==> src/rtl/exp_store_table.sv <==
// Expected-store table: NUM_CHECKS address/data pairs, synchronous write,
// asynchronous read, cleared to zero by reset.
module exp_store_table #(
  parameter int XLEN       = 32,
  parameter int NUM_CHECKS = 4,
  parameter int IDXW       = 2
) (
  input  logic            clk,
  input  logic            rst_n,
  input  logic            we,
  input  logic [IDXW-1:0] wrIdx,
  input  logic [XLEN-1:0] wrAddr,
  input  logic [XLEN-1:0] wrData,
  input  logic [IDXW-1:0] rdIdx,
  output logic [XLEN-1:0] rdAddr,
  output logic [XLEN-1:0] rdData
);

  logic [NUM_CHECKS-1:0][XLEN-1:0] addrVec;
  logic [NUM_CHECKS-1:0][XLEN-1:0] dataVec;

  for (genvar gi = 0; gi < NUM_CHECKS; gi++) begin : g_entry
    logic [XLEN-1:0] addrReg;
    logic [XLEN-1:0] dataReg;

    // One table entry; written only when its index is selected.
    always_ff @(posedge clk or negedge rst_n) begin
      if (!rst_n) begin
        addrReg <= '0;
        dataReg <= '0;
      end else if (we && (wrIdx == IDXW'(gi))) begin
        addrReg <= wrAddr;
        dataReg <= wrData;
      end
    end

    assign addrVec[gi] = addrReg;
    assign dataVec[gi] = dataReg;
  end

  assign rdAddr = addrVec[rdIdx];
  assign rdData = dataVec[rdIdx];

endmodule

==> config.mk <==
export PLATFORM = sky130hd
export DESIGN_NAME = exp_store_table
export DESIGN_NICKNAME = d
export VERILOG_FILES = /design/src/rtl/exp_store_table.sv
export SDC_FILE = /design/constraint.sdc
export NUM_CORES = 1
export LEC_CHECK = 0
export ABC_AREA = 1
export BUFFER_PORTS_ARGS = -buffer_cell sky130_fd_sc_hd__buf_2
export CAP_MARGIN = 10
export CORE_MARGIN = 5
export CORE_UTILIZATION = 28
export CTS_BUF_LIST = sky130_fd_sc_hd__clkbuf_8
export DETAILED_ROUTE_END_ITERATION = 10
export GPL_TIMING_DRIVEN = 0
export PLACE_DENSITY = 0.47
export SLEW_MARGIN = 0
export SYNTH_ARGS = -nofsm -noshare
export SYNTH_HDL_FRONTEND = slang
export SYNTH_SLANG_ARGS = --single-unit
==> constraint.sdc <==
create_clock -name clk -period 1.5 [get_ports clk]
set_clock_uncertainty 0.05 [all_clocks]
set_input_delay 0.075 -clock clk [delete_from_list [all_inputs] [get_ports clk]]
set_output_delay 0.075 -clock clk [all_outputs]
set_load 0.01 [all_outputs]
==> flow_metrics.env <==
export IMPL_status="finished with violations"
export IMPL_violations="negative hold slack, negative setup slack"
export IMPL_final_min_clock_period_ns=1.55
export IMPL_synth_top_area_share=0.481
export IMPL_dieHeight_um=228
export IMPL_switchingPower_mw=6.42
export IMPL_avgRoutedWirePerCell_um=16.5
export IMPL_yosysTopAreaCell="dfrtp_1"
export IMPL_synth_edf_count=0
export IMPL_cts_sinks=256
export IMPL_grt_pass1_wl_mm=73.6
export IMPL_num_vias=12802
export IMPL_synthArstFlopShare=1.00
export IMPL_worstMarginPinSlew_ns=0.837
export IMPL_num_rows=79
export IMPL_clkPwrFrac=0.337
export IMPL_drv_slew=0
export IMPL_critPathMaxFanout=2
export IMPL_nets=2263
export IMPL_end_kind="primary output"
export IMPL_ys_top_cells_by_count="nand2_1 (768), inv_1 (323), dfrtp_1 (256), nand3_1 (192), nand4_1 (128)"
export IMPL_p_leak_nw=10.0
export IMPL_synth_avg_cell_area_um2=7.13
export IMPL_dp_hpwl_mm=31.3
export IMPL_grt_usage=0.177
export IMPL_ant_nets=0
export IMPL_syn_cell_area_um2=13300
export IMPL_worstRegToRegCells=4
export IMPL_ir_drop_mv=0.561
export IMPL_syn_inst=1867
export IMPL_clkTransAtPathRegs_ns=0.06
export IMPL_fin_crit_sh=1.03
export IMPL_io_buffer_count=133
export IMPL_drc=0
export IMPL_drtIter0Drc=697
export IMPL_power_mw=20.1
export IMPL_die_w_um=228
export IMPL_die_area_um2=52000
export IMPL_place_ws_ns=-0.202
export IMPL_grt_max_degree=103
export IMPL_dpl_instance_area_um2=14800
export IMPL_slew_headroom=0.442
export IMPL_dr_pass1_iters=5
export IMPL_clockRootBuffer="clkbuf_8"
export IMPL_setup_viol=59
export IMPL_ys_warn_count=0
export IMPL_initial_utilization=0.285
export IMPL_hold_viol_final=101
export IMPL_gp_congestion=0.795
export IMPL_yosys_cell_types_count=15
export IMPL_synth_nets=1938
export IMPL_synth_flop_cell="dfrtp_1"
export IMPL_fillers=5014
export IMPL_cts_path_max_buffers=3
export IMPL_arrival_ns=1.43
export IMPL_crit_type="reg2out"
export IMPL_ys_ff_latch=256
export IMPL_pwr_share_comb=0.236
export IMPL_power_frac_seq=0.427
export IMPL_clk_latency_ns=0.63
export IMPL_yosysMostFrequentCell="nand2_1"
export IMPL_antenna_found_initial=4
export IMPL_sw_frac_of_total=0.320
export IMPL_tritoncts="done"
export IMPL_areaGrowthSynthToFinish_pct=33.0
export IMPL_fin_area_um2=17700
export IMPL_powerDensity_nw_per_um2=1130
export IMPL_drv_cap=0
export IMPL_layout_setup_ws_ns=-0.0506
export IMPL_htree_levels=2
export IMPL_totalWireLength_mm=46.9
export IMPL_start_kind="flop"
export IMPL_p_int_mw=13.7
export IMPL_io_pins=135
export IMPL_grt_pass1_vias=12807
export IMPL_timing_fmax_mhz=645
export IMPL_required_ns=1.37
export IMPL_netlist_top_cells_area="dfrtp_1 (48%), nand2_1 (22%), inv_1 (9.1%)"
export IMPL_rsz0062_at_grt="true"
export IMPL_hold_ws_ns=-0.532
export IMPL_core_area_um2=46800
export IMPL_cts_buffers=50
export IMPL_gr_total_overflow=0
export IMPL_drive_gt1_frac=0.232
export IMPL_hold_path_class="in2async"
export IMPL_ys_seq_area_frac=0.481
export IMPL_viasPerCell=4.51
## layout make-up
cell class,instances,area [um2],area share
antenna,2,5.00,0.000283
multi-input combinational,1157,5480,0.310
buffer,130,704,0.0398
timing repair buffer,273,2180,0.123
tap,607,759,0.0429
sequential,256,6410,0.362
clock inverter,26,101,0.00573
inverter,324,1220,0.0687
clock buffer,61,840,0.0474
## cell usage in the layout (no fill, tap or decap), drive strengths merged
cell type	synthesis	layout
buf	127	324
clkbuf	3	66
clkinv	0	3
dfrtp	256	256
diode	0	2
dlygate4sd3	0	74
inv	324	347
nand2	769	769
nand3	195	195
nand4	128	128
nor2	1	1
o21ai	64	64
## worst max-delay path, stage by stage (launching register included)
cell and delay, ns:
dfrtp_1 0.37, inv_1 0.05, nand2_1 0.04, nand3_1 0.13, nand2_4 0.08, buf_6 0.12
## metal layers
layer  track usage  vias up  wire length, um
met5             0        -               22
met4        0.0456        4             1080
met3        0.0361       77             2190
met2         0.290      253            22000
met1         0.240     6083            21600
li1              -     6385                -
## metrics by stage
step,TNS [ns],hold WS [ns],instances,utilization
global route,-7.55,-0.505,2835,0.378
floorplan,0,-0.271,1867,-
global placement,-1251.70,0.302,2607,0.315
finish,-1.23,-0.532,2836,0.378
detailed placement,-9.09,0.156,2609,0.317
CTS,-5.33,-0.535,2794,0.364
## state kept, by name, summed over array words and instances, names as in the netlist
| signal | count |
|---|---|
| g_entry.addrReg | 128 |
| g_entry.dataReg | 128 |
## worst paths after layout
kind                       slack (ns)                     end                    from
setup reg to reg                 0.17  g_entry[3].addrReg[31]  g_entry[3].addrReg[31]
hold / removal                  -0.53   g_entry[1].addrReg[9]                   rst_n
hold reg to reg                  0.42   g_entry[0].dataReg[2]   g_entry[0].dataReg[2]
setup / recovery                -0.05              rdData[31]  g_entry[0].dataReg[31]
max in group asynchronous        0.66  g_entry[0].dataReg[19]                   rst_n
min in group clk                 0.15  g_entry[1].dataReg[15]                      we
## power by group through the flow
stage	Combinational (mW)	Sequential (mW)	Clock, mW
global placement	3.73	8.66	0
floorplan	2.42	8.55	0
detailed placement	3.79	8.69	0
global route	5.38	8.70	7.30
finish	4.74	8.58	6.76
CTS	4.32	8.57	7.00
## timing repair
item / 4_1_cts / 5_1_grt
resized for setup: 75 / 98
buffers inserted: 24 / 40
hold buffers: 74 / 1
endpoints found under the hold margin: 357 / 105
setup endpoints to repair: 64 / 72
pin swaps: 61 / 62
## cell families after synthesis
logic type             Yosys count  synth area share
DFF                            256             0.481
buffers and inverters          454             0.143
AOI/OAI and AO/OA               64            0.0241
and+or+nand+nor               1093             0.352
Power figures use the tool's default switching activity.
